## config.mk

```make
export PLATFORM = sky130hd
export DESIGN_NAME = nrzi_toggle_rx_flat
export DESIGN_NICKNAME = d
export VERILOG_FILES = /design/src/rtl/nrzi_toggle_rx_pkg.sv /design/src/rtl/nrzi_toggle_rx_if.sv /design/src/rtl/nrzi_bit_destuff.sv /design/src/rtl/nrzi_toggle_rx.sv /design/src/flat_wrapper.sv
export SDC_FILE = /design/constraint.sdc
export NUM_CORES = 1
export LEC_CHECK = 0
export ABC_AREA = 1
export CORE_MARGIN = 8
export CORE_UTILIZATION = 30
export CTS_CLUSTER_SIZE = 30
export DETAILED_ROUTE_END_ITERATION = 10
export PLACE_DENSITY = 0.49
export SLEW_MARGIN = 10
export SYNTH_ARGS = -nofsm -noshare
export SYNTH_HDL_FRONTEND = slang
export SYNTH_SLANG_ARGS = --single-unit
```

## constraint.sdc

```tcl
create_clock -name clk -period 1.7 [get_ports clk]
set_clock_uncertainty 0.2 [all_clocks]
set_input_delay 0.255 -clock clk [delete_from_list [all_inputs] [get_ports clk]]
set_output_delay 0.255 -clock clk [all_outputs]
set_load 0.02 [all_outputs]
```

## src/rtl/nrzi_toggle_rx_pkg.sv

```systemverilog
// Shared definitions for the toggle-encoded serial link receiver.
// Holds the FSM state encodings and the default link parameters, so the
// transmitter side can import the same package and stay in agreement.
package nrzi_toggle_rx_pkg;

    localparam int         DEF_DATA_W    = 8;
    localparam logic [7:0] DEF_SYNC_WORD = 8'hD5;
    localparam int         DEF_STUFF_LEN = 6;

    typedef enum logic {
        ST_HUNT = 1'b0,
        ST_DATA = 1'b1
    } rx_state_t;

endpackage

```

## src/rtl/nrzi_toggle_rx_if.sv

```systemverilog
// Output side of the receiver: the valid/ready word channel plus the
// frame status strobes and the sticky overrun flag.
interface nrzi_toggle_rx_if
    import nrzi_toggle_rx_pkg::*;
#(
    parameter int DATA_W = DEF_DATA_W
);
    logic [DATA_W-1:0] out_data;
    logic              out_valid;
    logic              out_ready;
    logic              frame_start;
    logic              frame_end;
    logic              err_stuff;
    logic              overrun;

    modport master (
        output out_data,
        output out_valid,
        input  out_ready,
        output frame_start,
        output frame_end,
        output err_stuff,
        output overrun
    );

    modport slave (
        input  out_data,
        input  out_valid,
        output out_ready,
        input  frame_start,
        input  frame_end,
        input  err_stuff,
        input  overrun
    );
endinterface

```

## src/rtl/nrzi_bit_destuff.sv

```systemverilog
// Bit recovery and destuffing for the toggle-encoded line.
// A line transition is a '1', no transition is a '0'. After STUFF_LEN zeros
// the transmitter inserts a '1' which is swallowed here; a further '0' in that
// position is reported as a stuff violation (used as the end-of-frame marker).
module nrzi_bit_destuff
    import nrzi_toggle_rx_pkg::*;
#(
    parameter int STUFF_LEN = DEF_STUFF_LEN
)(
    input  logic clk,
    input  logic rst,
    input  logic bit_en,
    input  logic line_in,
    output logic bit_vld,
    output logic bit_val,
    output logic stuff_viol
);

    logic       line_prev;
    logic [3:0] zero_cnt;
    logic       raw;
    logic       at_limit;

    assign raw        = line_in ^ line_prev;
    assign at_limit   = (zero_cnt == 4'(STUFF_LEN));
    assign bit_vld    = bit_en && !at_limit;
    assign bit_val    = raw;
    assign stuff_viol = bit_en && at_limit && !raw;

    // Track the previous line level and the run of zeros, saturating at the stuff limit.
    always_ff @(posedge clk) begin
        if (rst) begin
            line_prev <= 1'b0;
            zero_cnt  <= 4'd0;
        end else if (bit_en) begin
            line_prev <= line_in;
            if (raw) begin
                zero_cnt <= 4'd0;
            end else if (!at_limit) begin
                zero_cnt <= zero_cnt + 4'd1;
            end
        end
    end

endmodule

```

## src/rtl/nrzi_toggle_rx.sv

```systemverilog
// Receive end of the toggle-encoded serial link.
// Hunts for the sync word on the destuffed bit stream, then assembles
// LSB-first words into a single output register with valid/ready handshake.
// A stuff violation on a word boundary ends the frame; elsewhere it aborts it.
module nrzi_toggle_rx
    import nrzi_toggle_rx_pkg::*;
#(
    parameter int                DATA_W    = DEF_DATA_W,
    parameter logic [DATA_W-1:0] SYNC_WORD = DATA_W'(DEF_SYNC_WORD),
    parameter int                STUFF_LEN = DEF_STUFF_LEN
)(
    input  logic                clk,
    input  logic                rst,
    input  logic                bit_en,
    input  logic                line_in,
    nrzi_toggle_rx_if.master    rx
);

    localparam int              CNT_W    = (DATA_W > 1) ? $clog2(DATA_W) : 1;
    localparam logic [CNT_W-1:0] LAST_BIT = CNT_W'(DATA_W - 1);

    logic              bit_vld;
    logic              bit_val;
    logic              stuff_viol;

    rx_state_t         state;
    logic [CNT_W-1:0]  bit_cnt;
    logic [DATA_W-1:0] hunt_sr;
    logic [DATA_W-1:0] data_sr;
    logic [DATA_W-1:0] hunt_next;
    logic [DATA_W-1:0] word_next;

    nrzi_bit_destuff #(
        .STUFF_LEN (STUFF_LEN)
    ) u_destuff (
        .clk        (clk),
        .rst        (rst),
        .bit_en     (bit_en),
        .line_in    (line_in),
        .bit_vld    (bit_vld),
        .bit_val    (bit_val),
        .stuff_viol (stuff_viol)
    );

    assign hunt_next = {bit_val, hunt_sr[DATA_W-1:1]};
    assign word_next = {bit_val, data_sr[DATA_W-1:1]};

    // Frame FSM, shift registers and the held output word with its status pulses.
    always_ff @(posedge clk) begin
        if (rst) begin
            state          <= ST_HUNT;
            bit_cnt        <= '0;
            hunt_sr        <= '0;
            data_sr        <= '0;
            rx.out_data    <= '0;
            rx.out_valid   <= 1'b0;
            rx.frame_start <= 1'b0;
            rx.frame_end   <= 1'b0;
            rx.err_stuff   <= 1'b0;
            rx.overrun     <= 1'b0;
        end else begin
            rx.frame_start <= 1'b0;
            rx.frame_end   <= 1'b0;
            rx.err_stuff   <= 1'b0;

            if (rx.out_valid && rx.out_ready) begin
                rx.out_valid <= 1'b0;
            end

            case (state)
                ST_HUNT: begin
                    if (bit_vld) begin
                        if (hunt_next == SYNC_WORD) begin
                            rx.frame_start <= 1'b1;
                            bit_cnt        <= '0;
                            data_sr        <= '0;
                            hunt_sr        <= '0;
                            state          <= ST_DATA;
                        end else begin
                            hunt_sr <= hunt_next;
                        end
                    end
                end

                ST_DATA: begin
                    if (stuff_viol) begin
                        if (bit_cnt == '0) begin
                            rx.frame_end <= 1'b1;
                        end else begin
                            rx.err_stuff <= 1'b1;
                        end
                        bit_cnt <= '0;
                        data_sr <= '0;
                        state   <= ST_HUNT;
                    end else if (bit_vld) begin
                        data_sr <= word_next;
                        if (bit_cnt == LAST_BIT) begin
                            bit_cnt <= '0;
                            if (!rx.out_valid || rx.out_ready) begin
                                rx.out_data  <= word_next;
                                rx.out_valid <= 1'b1;
                            end else begin
                                rx.overrun <= 1'b1;
                            end
                        end else begin
                            bit_cnt <= bit_cnt + CNT_W'(1);
                        end
                    end
                end

                default: begin
                    state <= ST_HUNT;
                end
            endcase
        end
    end

endmodule
```

## src/flat_wrapper.sv

```systemverilog
// flat-port wrapper written by rule: the top's interface ports become plain ports
module nrzi_toggle_rx_flat import nrzi_toggle_rx_pkg::*;
#(
    parameter int                DATA_W    = DEF_DATA_W,
    parameter logic [DATA_W-1:0] SYNC_WORD = DATA_W'(DEF_SYNC_WORD),
    parameter int                STUFF_LEN = DEF_STUFF_LEN
)
  (clk, rst, bit_en, line_in, rx_out_data, rx_out_valid, rx_out_ready, rx_frame_start, rx_frame_end, rx_err_stuff, rx_overrun);
  nrzi_toggle_rx_if #(.DATA_W(DATA_W)) rx_i ();
  input  logic clk;
  input  logic rst;
  input  logic bit_en;
  input  logic line_in;
  output wire logic [$bits(rx_i.out_data)-1:0] rx_out_data;
  output wire logic [$bits(rx_i.out_valid)-1:0] rx_out_valid;
  input wire logic [$bits(rx_i.out_ready)-1:0] rx_out_ready;
  output wire logic [$bits(rx_i.frame_start)-1:0] rx_frame_start;
  output wire logic [$bits(rx_i.frame_end)-1:0] rx_frame_end;
  output wire logic [$bits(rx_i.err_stuff)-1:0] rx_err_stuff;
  output wire logic [$bits(rx_i.overrun)-1:0] rx_overrun;
  assign rx_out_data = rx_i.out_data;
  assign rx_out_valid = rx_i.out_valid;
  assign rx_i.out_ready = rx_out_ready;
  assign rx_frame_start = rx_i.frame_start;
  assign rx_frame_end = rx_i.frame_end;
  assign rx_err_stuff = rx_i.err_stuff;
  assign rx_overrun = rx_i.overrun;
  nrzi_toggle_rx #(.DATA_W(DATA_W), .SYNC_WORD(SYNC_WORD), .STUFF_LEN(STUFF_LEN)) u_core (.clk(clk), .rst(rst), .bit_en(bit_en), .line_in(line_in), .rx(rx_i));
endmodule
```

# Yosys cells after proc, flatten, opt, wreduce, memory -nomap -nowiden
# Index checks and enable logic that the tools add are counted.
# Widths: inputs -> output; s select.
[word_totals]
reg_bits = 38
out_inout_bits = 13
[classes]
add_sub_neg = 2
eq_ne = 7
mux = 26
bitwise = 4
n_reduce_logical = 16
[ops]
columns = ["op", "count"]
rows = [
  ["$mux 8", 5],
  ["$pmux 8 s2", 1],
  ["$mux 3", 5],
  ["$mux 1", 11],
  ["$reduce_and 5->1", 2],
  ["$eq 8x8->1 const B", 1],
  ["$mux 4", 2],
  ["$ne 2x1->1 const B", 3],
  ["$pmux 3 s2", 1],
  ["$add 4x1->4 const B", 1],
  ["$eq 4x3->1 const B", 1],
  ["$logic_and 1x1->1", 4],
  ["$reduce_and 2->1", 2],
  ["$add 3x1->3 const B", 1],
  ["$eq 3x3->1 const B", 1],
  ["$logic_not 1->1", 3],
  ["$logic_not 3->1", 1],
  ["$ne 3x1->1 const B", 1],
  ["$not 1->1", 3],
  ["$reduce_and 3->1", 1],
  ["$reduce_or 3->1", 1],
  ["$pmux 1 s2", 1],
  ["$reduce_or 2->1", 1],
  ["$logic_or 1x1->1", 1],
  ["$xor 1x1->1", 1],
]

# Depth between registers and ports, before layout
# Gate-level depths: netlist of the first run.
[depth]
depth_word = 7
mapped_depth = 9

# By module
# A second synthesis of the first run with hierarchy kept.
[unflattened]
hier_cells = 211
hier_area_um2 = 1649.1
[by_module_without_submodules]
columns = ["mod", "n_inst", "cells_each", "area_each_um2"]
rows = [
  ["nrzi_toggle_rx", 1, 158, 1285.0],
  ["nrzi_bit_destuff", 1, 53, 364.1],
]

# Worst setup path after synthesis of the first run
# OpenSTA, ideal clock, no wires.
[synth_timing]
kind = "register -> register"
startpoint = "register u_core.u_destuff.zero_cnt[0]"
endpoint = "register u_core.rx.out_data[7]"
arrival_ns = 1.294
required_time_ns = 1.433
setup_slack_ns = 0.139
stages_incl_launch_ff = 10
n_path_buf = 0
synth_period_minus_slack_ns = 1.561
cell_sequence = "dfxtp_1 > inv_1 > ha_1 > nand3_2 > nand2_4 > nor2_8 > nand2_4 > nor2_8 > nand2_2 > a21oi_2"
[synth_between]
elab_chain_len = 5
elab_cells_between_ends = 7
cone_classes = "1 x eq/ne; 1 x bitwise; 5 x reduce/logical"
[synth_lines]
columns = ["element", "line_no", "source"]
rows = [
  ["start: declaration", "nrzi_bit_destuff.sv:20", "logic [3:0] zero_cnt;"],
  ["start signal: assignment", "nrzi_bit_destuff.sv:40", "zero_cnt <= zero_cnt + 4'd1;"],
  ["$eq 4x3->1 *", "nrzi_bit_destuff.sv:25", "assign at_limit = (zero_cnt == 4'(STUFF_LEN));"],
  ["$logic_and 1x1->1 (2 in a row)", "nrzi_bit_destuff.sv:28", "assign stuff_viol = bit_en && at_limit && !raw;"],
  ["$not 1->1 (no line)", "n/a", ""],
  ["$reduce_and 5->1 (no line) *", "n/a", ""],
  ["end signal: assignment", "nrzi_toggle_rx.sv:100", "rx.out_data <= word_next;"],
  ["end: declaration", "nrzi_toggle_rx_if.sv:17", "output out_data,"],
]
# Every way passes the cells marked *; elsewhere a longest branch is shown, timed or not.
# A chain may end at the register's enable or synchronous reset.

# Final worst setup path of the first run
[layout_timing]
startpoint = "register u_core.rx.out_data[6]"
endpoint = "output rx_out_data[6]"
[layout_rtl]
columns = ["element", "line_no", "source"]
rows = [
  ["end: declaration", "flat_wrapper.sv:14", "output wire logic [$bits(rx_i.out_data)-1:0] rx_out_data;"],
]
# No word-level cell between the ends.

==> results of run 1 <==
[area by class of cell]
cell class / instances / area (sq um)
Clock buffer: 6 / 72.6
Clock inverter: 2 / 35.0
Fill cell: 520 / 2850
Inverter: 19 / 73.8
Multi-Input combinational cell: 138 / 810
Sequential cell: 36 / 722
Tap cell: 70 / 87.6
Timing Repair Buffer: 42 / 395
[path summary, 6_finish.rpt]
check	cells past startpoint	to	startpoint	slack, ps
worst max-delay path	1	rx_out_data[6]	u_core.rx.out_data[6]	40
worst min-delay path	2	u_core.hunt_sr[2]	u_core.hunt_sr[2]	270
worst max register to register	8	u_core.rx.out_data[2]	u_core.u_destuff.zero_cnt[0]	100
worst min register to register	2	u_core.hunt_sr[2]	u_core.hunt_sr[2]	270
[power by group]
group	total (mW)	switching [mW]	internal, mW
Combinational	0.135	0.0719	0.0632
Clock	0.742	0.307	0.435
Sequential	0.864	0.00837	0.856
[sequential cells by signal, indices dropped and copies added, names as in the netlist]
name	cells
u_core.rx.out_data	8
u_core.data_sr	7
u_core.hunt_sr	7
u_core.u_destuff.zero_cnt	4
u_core.bit_cnt	3
u_core.rx.err_stuff	1
u_core.rx.frame_end	1
u_core.rx.frame_start	1
u_core.rx.out_valid	1
u_core.rx.overrun	1
u_core.state	1
u_core.u_destuff.line_prev	1
[cells in the mapped netlist, types with 2 or more instances]
cell type / instances / area, sq um
ha_1: 5 / 62.6
nor2_1: 26 / 97.6
nand2_2: 4 / 25.0
nand2_1: 39 / 146
dfxtp_1: 36 / 721
o21ai_1: 8 / 40.0
nand2_4: 3 / 33.8
nor3_2: 2 / 20.0
nand3_2: 2 / 20.0
nor2_8: 2 / 40.0
nand3_1: 12 / 60.1
o21ai_0: 4 / 20.0
inv_1: 14 / 52.6
inv_2: 4 / 15.0
a21oi_1: 23 / 115
[logic make-up (layout without fill, tap and decap cells)]
| logic type | after synthesis | in the layout | synth area share, % |
|---|---|---|---|
| DFF | 36 | 36 | 46.6 |
| and+or+nand+nor | 94 | 94 | 30.5 |
| AOI/OAI and AO/OA | 38 | 38 | 12.8 |
| buffers and inverters | 22 | 69 | 5.58 |
| adders and majority gates | 5 | 5 | 4.04 |
| xor gates and xnor gates | 1 | 1 | 0.566 |
[layer usage]
layer | global-route usage [%] | part of all wire (%) | wire length, um
met5 | 0 | 0 | 0
met4 | 6.09 | 2.2 | 76
met3 | 2.35 | 2.5 | 85
met2 | 14.4 | 45 | 1530
met1 | 11.8 | 50 | 1710
[timing repair]
| action | 4_1_cts | 5_1_grt |
|---|---|---|
| cloned | 0 | 0 |
| pin swaps | 1 | 6 |
| buffers inserted | 0 | 2 |
| resized for setup | 1 | 25 |
| hold buffers | 0 | 0 |
| setup endpoints to repair | 1 | 30 |
[metrics by stage]
| stage | power [mW] | setup slack [ps] | hold WS (ps) | util, % | setup TNS [ps] |
|---|---|---|---|---|---|
| floorplan | 0.944 | 139 | 129 | - | 0 |
| global placement | 1.01 | -174 | 259 | 39.2 | -2860 |
| detailed placement | 1.01 | -163 | 257 | 39.2 | -2950 |
| CTS | 1.76 | 1.83 | 270 | 41.5 | 0 |
| global route | 1.82 | -3.71 | 291 | 43.5 | -3.71 |
| finish | 1.74 | 37.1 | 270 | 43.5 | 0 |
[cell usage in the layout (no fill, tap or decap)]
master,count
a211oi_1,1
a21oi_1,22
a21oi_2,2
a31oi_1,1
buf_12,1
buf_4,24
bufinv_16,1
clkbuf_1,1
clkbuf_8,5
clkdlybuf4s50_1,7
clkinv_2,1
dfxtp_1,35
dfxtp_2,1
dlymetal6s2s_1,10
ha_1,4
ha_4,1
inv_1,13
inv_2,5
inv_4,1
nand2_1,38
nand2_2,4
nand2_4,3
nand2_8,1
nand3_1,12
nand3_2,1
nand3_4,1
nor2_1,26
nor2_2,1
nor2_4,1
nor2_8,2
nor3_1,1
nor3_2,1
nor3_4,1
o21ai_0,4
o21ai_1,2
o21ai_2,6
or2_1,1
xor2_1,1
==> results by stage, run 1 <==
Floorplan:
- Row generation in the floorplan step produced 26 rows.
- The die boundary height is 87.8 um.
- The total area inside the core boundary comes to 0.00504 sq mm.
- The I/O pin count is 18.
- The die boundary width is 87.8 um.
- The floorplan step defined a die boundary enclosing 0.00771 sq mm.
- For this configuration, the core starts out at a cell density of 30.7%.

Synth:
- In the synthesized netlist the dominant register cell turns out to be dfxtp_1.
- In the synthesized netlist, the number of instances is 196.
- The post-synthesis cell area is 0.00155 sq mm.
- Counting flops and latches in the post-synthesis netlist gives 36.
- Yosys printed 0 warnings.
- The number of nets handed over by synthesis was 206.
- The number of different library cells used by synthesis comes to 27.
- Yosys mapped a number of flops with a built-in enable equal to 0.
- The share of synthesized flip-flops with an asynchronous set or reset is 0%.
- Each instance of the synthesized netlist takes up on average 7.90 sq um.
- The share of the yosys chip area belonging to registers is 46.6%.

STA:
- At the pin with the least slew margin, the transition time is 307 ps.
- Measured against its own limit, the worst slew margin works out to 79.5%.
- The post-route clock period utilization is 97.8%.
- The setup violation total in the final timing report is 0.
- The final hold violation count is 0.
- The smallest clock period supported by the final layout is computed as 1660 ps.
- The max-slew violation count came to 0.
- The fmax is 601 MHz.

Clock tree:
- The H-tree level count is 2.
- TritonCTS built the clock tree.
- In this run, CTS created clock tree buffers numbering 5.
- The clock-pin slew reported for the worst setup and hold paths after clock tree synthesis is 70 ps.
- The later pin in the worst-skew pair is clocked with a latency of 280 ps.
- The TritonCTS sink count is 36.
- The root buffer cell is clkbuf_8.
- The longest clock path from root to sink contains 2 buffers.

Finish:
- Once layout is done, the placed cells without fillers occupy 0.00220 sq mm.
- The number of non-filler instances in the completed layout is 313.
- The synthesis-to-finish area growth is 41.9%.
- Of the cells placed in the final design, the portion with a size suffix greater than 1 is 26.3%.
- The number of antenna diodes in the final layout is 0.
- The count of nets after finishing is 252.

Detailed routing:
- The number of vias per cell is 4.21.
- In the final routed layout, each cell accounts on average for 10.8 um.
- The number of remaining DRC errors is 0.
- After detailed routing, the total wire length is 3400 um.
- The number of violations reported at the end of detailed-routing iteration 0 is 93.
- In this run the remaining antenna-violating nets after routing total 0.
- The first-pass iteration count of the detailed router is 4.
- The number of vias in the routed layout is 1318.

GRT:
- Summed over all layers, the global routing overflow is 0.
- The aggregate global-route resource usage is 9.52%.
- The number of antenna violations at the first check in global routing came to 0.
- Entering global routing, the biggest net connects 14 pins.
- The global-route wire length before repair is 5660 um.
- The via count of the first global-routing pass is 1231.

Setup path:
- The capturing element type of the critical path is a primary output.
- The critical path is of the reg2out type.
- The worst setup path is launched from a flop.
- For the worst setup path, the data required time is 1240 ps.
- The kind of cell with the highest combined delay along the critical path is buffers and inverters.
- The number of buffers and inverters on the critical path is 1.
- The maximum single-stage delay on the critical path is 600 ps.
- The critical path goes through clkdlybuf4s50_1.
- In this run the worst path has a maximum fanout of 2.
- The cell with the biggest individual delay on the critical path is clkdlybuf4s50_1.
- The data arrival at the endpoint of the critical path is 1210 ps.

Pwr:
- VDD sags by at most 0.000357 V.
- The static leakage is 1.06 nW.
- Power spread over the standard cell area amounts to 793 mW/mm^2.

Flow run:
- Max-cap violations in this run came to 0.

Placed design:
- At the end of routability-driven placement, the weighted congestion stood at 0.720.
- Including well taps, the total number of placed cells is 303.
- In this run the cell area measured after placement is 0.00198 sq mm.
- Buffers placed on the I/O ports in this run total 17.
- Detailed placement ended at an HPWL of 2480 um.

Worst hold path:
- The path category of the worst min-delay check is reg2reg.

Outcome:
- The run finished with clean final reports.
No activity file was read; power rests on OpenSTA's default activity.
==> run 2, diff against run 1 <==
- CTS_CLUSTER_DIAMETER: default -> 30
==> results of run 2 <==
Same layout as run 1: the final DEF is identical, and so are final timing and power.
==> run 3, diff against run 2 <==
- CORE_UTILIZATION: 30 -> 40
- PLACE_DENSITY: 0.49 -> 0.61
- SYNTH_HIERARCHICAL: default -> 1
==> run 3 against run 2 <==
Maximum frequency decreased by 2.0%. Sequential share of layout area down 0.71 points. Flip-flop and latch count is the same. Synthesized cell count rose by 7.7%. Die area fell by 17%. Register-to-register slack got worse by 97 ps. Largest power group unchanged.
==> results by stage, run 3 <==
Outcome:
- Result of the run: complete, no violations (unchanged).

Finish:
- The layout cell share with drive strength beyond 1 is 30.6% (was 26.3%).
- The number of flip-flops under the largest register name is 8 (unchanged).
- The combined area of the multi-input logic cells came to 855 sq um (was 810 sq um).
- The number of non-filler instances in the completed layout came to 305 (was 313).
- Most frequent cells in the layout: dfxtp_1 (34), buf_4 (25), nand2_1 (23), a21oi_1 (23), inv_1 (19) (was nand2_1 (38), dfxtp_1 (35), nor2_1 (26), buf_4 (24), a21oi_1 (22)).
- The synthesis-to-finish area growth is 36.3% (was 41.9%).
- The antenna diode count is 0 (unchanged).
- The most frequent standard cell in the layout excluding fill and tap cells was dfxtp_1 (was nand2_1).
- Registers with the most flip-flops: u_core/rx.out_data (8), u_core/data_sr (7), u_core/hunt_sr (7) (was u_core.rx.out_data (8), u_core.data_sr (7), u_core.hunt_sr (7)).
- The register cell area after layout is 723 sq um (was 722 sq um).
- The register name with the most flops was u_core/rx.out_data (was u_core.rx.out_data).
- The utilization of the core after routing is 56.6% (was 43.5%).
- The layout filler cell count is 359 (was 520).
- The count of nets after finishing came to 266 (was 252).
- The design area was 0.00225 sq mm (was 0.00220 sq mm).

Placed design:
- The number of instances in the placed design is 292 (was 303).
- The instance area at placement is 0.00205 sq mm (was 0.00198 sq mm).
- The HPWL after detailed placement was 2520 um (was 2480 um).
- The post-placement worst setup slack was -375 ps (was -163 ps).
- The number of buffer cells added on primary ports is 17 (unchanged).
- The final estimated routing congestion in global placement was 0.769 (was 0.720).

Synth:
- The average cell area after synthesis came to 7.82 sq um (was 7.90 sq um).
- The number of standard cells after synthesis is 211 (was 196).
- The post-synthesis cell area is 0.00165 sq mm (was 0.00155 sq mm).
- The total of flip-flops plus latches after synthesis is 36 (unchanged).
- The most instantiated library cell after synthesis is dfxtp_1 (was nand2_1).
- The number of enable flip-flop cells after synthesis is 0 (unchanged).
- Top area cells in the synthesized netlist: dfxtp_1 (44%), a21oi_1 (8.2%), nand4_1 (6.8%), nand2_1 (5.9%), nand3_1 (5.2%) (was dfxtp_1 (47%), nand2_1 (9.5%), a21oi_1 (7.4%), nor2_1 (6.3%), ha_1 (4.0%)).
- The synthesized net count was 222 (was 206).
- The predominant post-synthesis flop cell is dfxtp_1 (unchanged).
- The share of the yosys chip area belonging to registers is 43.7% (was 46.6%).
- The most area-hungry cell type in the Yosys netlist is dfxtp_1 (unchanged).
- The count of warnings emitted by yosys is 6 (was 0).
- The count of different cell masters after synthesis is 23 (was 27).
- Cell types with the highest counts after synthesis: dfxtp_1 (36), a21oi_1 (27), nand2_1 (26), inv_1 (21), nand4_1 (18) (was nand2_1 (39), dfxtp_1 (36), nor2_1 (26), a21oi_1 (23), inv_1 (14)).
- The share of synthesized flip-flops with an asynchronous set or reset is 0% (unchanged).
- The proportion of netlist area held by the largest area contributor is 43.7% (was 46.6%).

Clock tree:
- The source-to-sink clock delay at the later pin of the worst-skew pair is 280 ps (about the same).
- The TritonCTS sink count is 36 (unchanged).
- The maximum root-to-sink buffer count was 2 (unchanged).
- The number of buffers created by CTS came to 5 (unchanged).
- The clock-pin slew reported for the worst setup and hold paths after clock tree synthesis is 70 ps (about the same).
- The TritonCTS clock tree is yes (unchanged).
- The H-tree level count came to 2 (unchanged).
- The root buffer cell is clkbuf_8 (unchanged).
- The number of hold buffers added after cts was 0 (unchanged).

Detailed routing:
- The post-detailed-route wirelength per cell is 12.1 um (was 10.8 um).
- The number of violations reported at the end of detailed-routing iteration 0 is 102 (was 93).
- The number of vias per cell is 4.96 (was 4.21).
- The number of remaining DRC errors came to 0 (unchanged).
- The routed wire length came to 3690 um (was 3400 um).
- The number of vias in the routed layout is 1514 (was 1318).
- The first-pass iteration count of the detailed router came to 4 (unchanged).
- The number of nets still failing antenna checks after routing is 0 (unchanged).

STA:
- The final hold violation count is 0 (unchanged).
- Setup repair after global routing could not meet its margin everywhere.
- The fmax is 589 MHz (was 601 MHz).
- The total negative setup slack is 0 ps (unchanged).
- The relative max-transition margin is 72.9% (was 79.5%).
- The post-route clock period utilization is 99.8% (was 97.8%).
- The max-slew violation count is 0 (unchanged).
- The transition time at the pin with the least slew margin is 406 ps (was 307 ps).
- The final-layout worst hold slack is 182 ps (was 270 ps).
- The setup slack of the critical path after layout is 3.43 ps (was 37.1 ps).
- The setup violation total in the final timing report is 0 (unchanged).
- The minimum clock period is 1700 ps (was 1660 ps).

Setup path:
- The register-to-register setup slack is 3 ps (was 100 ps).
- The worst path buffer plus inverter count came to 3 (was 1).
- The cell depth of the worst setup path is 12 (was 1).
- The depth of the worst register-to-register path is 12 (was 8).
- The capturing point of the worst reg2reg path is u_core/rx.overrun (was u_core.rx.out_data[2]).
- The startpoint type of the worst setup path was a flop (unchanged).
- The critical register-to-register path startpoint is u_core/u_destuff/zero_cnt[0] (was u_core.u_destuff.zero_cnt[0]).
- The capturing element type of the critical path is a flop (was primary output).
- The family with the most delay on the worst path is simple AND/OR/NAND/NOR gates (was buffers and inverters).
- The required time of the worst setup path is 1680 ps (was 1240 ps).
- The maximum single-stage delay on the critical path is 320 ps (was 600 ps).
- The data arrival at the endpoint of the critical path is 1670 ps (was 1210 ps).
- Crit path cell chain: inv_2 > ha_4 > nand2_2 > nor2_2 > nand2_2 > nor2_4 > inv_4 > nand2_4 > nor2_4 > buf_4 > a31oi_2 > nor2_1 (was clkdlybuf4s50_1).
- The category of the most critical setup path is reg2reg (was reg2out).
- The cell with the biggest individual delay on the critical path is dfxtp_2 (was clkdlybuf4s50_1).
- The maximum net fanout on the critical path is 5 (was 2).

GRT:
- The routing usage on met2 was 17.1% (was 14.4%).
- The number of antenna violations at the first check in global routing is 0 (unchanged).
- The fraction of met3 tracks used by global routing came to 3.79% (was 2.35%).
- The via count of the first global-routing pass is 1277 (was 1231).
- The largest net degree at the start of global routing is 20 (was 14).
- The most used routing layer was met2 (unchanged).
- The global-route wire length before repair came to 5840 um (was 5660 um).
- The aggregate global-route resource usage is 11.4% (was 9.52%).
- The met1 layer usage reported by global route is 14.7% (was 11.8%).
- The sum of overflow across all layers after global routing was 0 (unchanged).

Floorplan:
- The die boundary height is 80.2 um (was 87.8 um).
- The initial core utilization came to 41.5% (was 30.7%).
- The placement row count is 23 (was 26).
- The die outline area came to 0.00643 sq mm (was 0.00771 sq mm).
- The area of the core was 0.00397 sq mm (was 0.00504 sq mm).
- The die boundary width came to 80.2 um (was 87.8 um).
- The I/O pin count was 18 (unchanged).

Worst hold path:
- The startpoint of the lowest-slack hold path is line_in (was u_core.hunt_sr[2]).
- The number of cells on the worst hold path is 4 (was 2).
- The path category of the worst min-delay check is in2reg (was reg2reg).
- The end of the worst hold path is u_core/u_destuff/line_prev (was u_core.hunt_sr[2]).

Flow run:
- The max-cap check violation count is 0 (unchanged).

Pwr:
- The power density normalized to cell area is 704 mW/mm^2 (was 793 mW/mm^2).
- The static leakage is 1.07 nW (was 1.06 nW).
- The peak supply drop is 0.000505 V (was 0.000357 V).
- The overall power after layout is 1.58 mW (was 1.74 mW).
==> run 3: worst max-delay path by stage <==
stage | start | to
finish | u_core/u_destuff/zero_cnt[0] | u_core/rx.overrun
global route | u_core/u_destuff/zero_cnt[0] | u_core/rx.overrun
CTS | u_core/u_destuff/zero_cnt[0] | u_core/rx.out_data[0]
detailed placement | line_in | u_core/rx.out_data[0]
global placement | line_in | u_core/rx.out_data[6]
floorplan | u_core/u_destuff/zero_cnt[0] | u_core/rx.overrun
==> run 3: final cells by class <==
type | instances | area share (%)
tap | 50 | 2.78
clock inverter | 1 | 0.223
timing repair buffer | 45 | 18.5
inverter | 28 | 5.12
multi-input combinational | 139 | 38.0
sequential | 36 | 32.2
clock buffer | 6 | 3.23
==> run 3: per-layer routing <==
metal	share of wire (%)	wire, um
met2	45	1660
met3	3.5	128
met4	1.4	52
met5	0	0
met1	50	1840
==> run 3: cell families after synthesis <==
family	share of synthesized area, %
compound gates	13.6
buf+inv	9.18
simple gates	29.0
fa+ha+maj	4.55
flops	43.7
==> run 3: what timing repair did <==
| item | in CTS | in global routing |
|---|---|---|
| pin swaps | 2 | 1 |
| endpoints found under the setup margin | 15 | 37 |
| gates cloned | 1 | 1 |
| setup buffers | 0 | 4 |
| resized for setup | 2 | 28 |
==> run 3: worst reg2reg max path: cells and delay by family, from the launching register on <==
kind / cells / cell delay (ps)
buf+inv: 3 / 260
simple gates: 7 / 560
flops: 1 / 320
fa+ha+maj: 1 / 140
compound gates: 1 / 110
==> run 3: power breakdown <==
group / switching [mW] / internal (mW)
sequential: 0.00951 / 0.859
clock: 0.288 / 0.278
combinational: 0.0821 / 0.0645
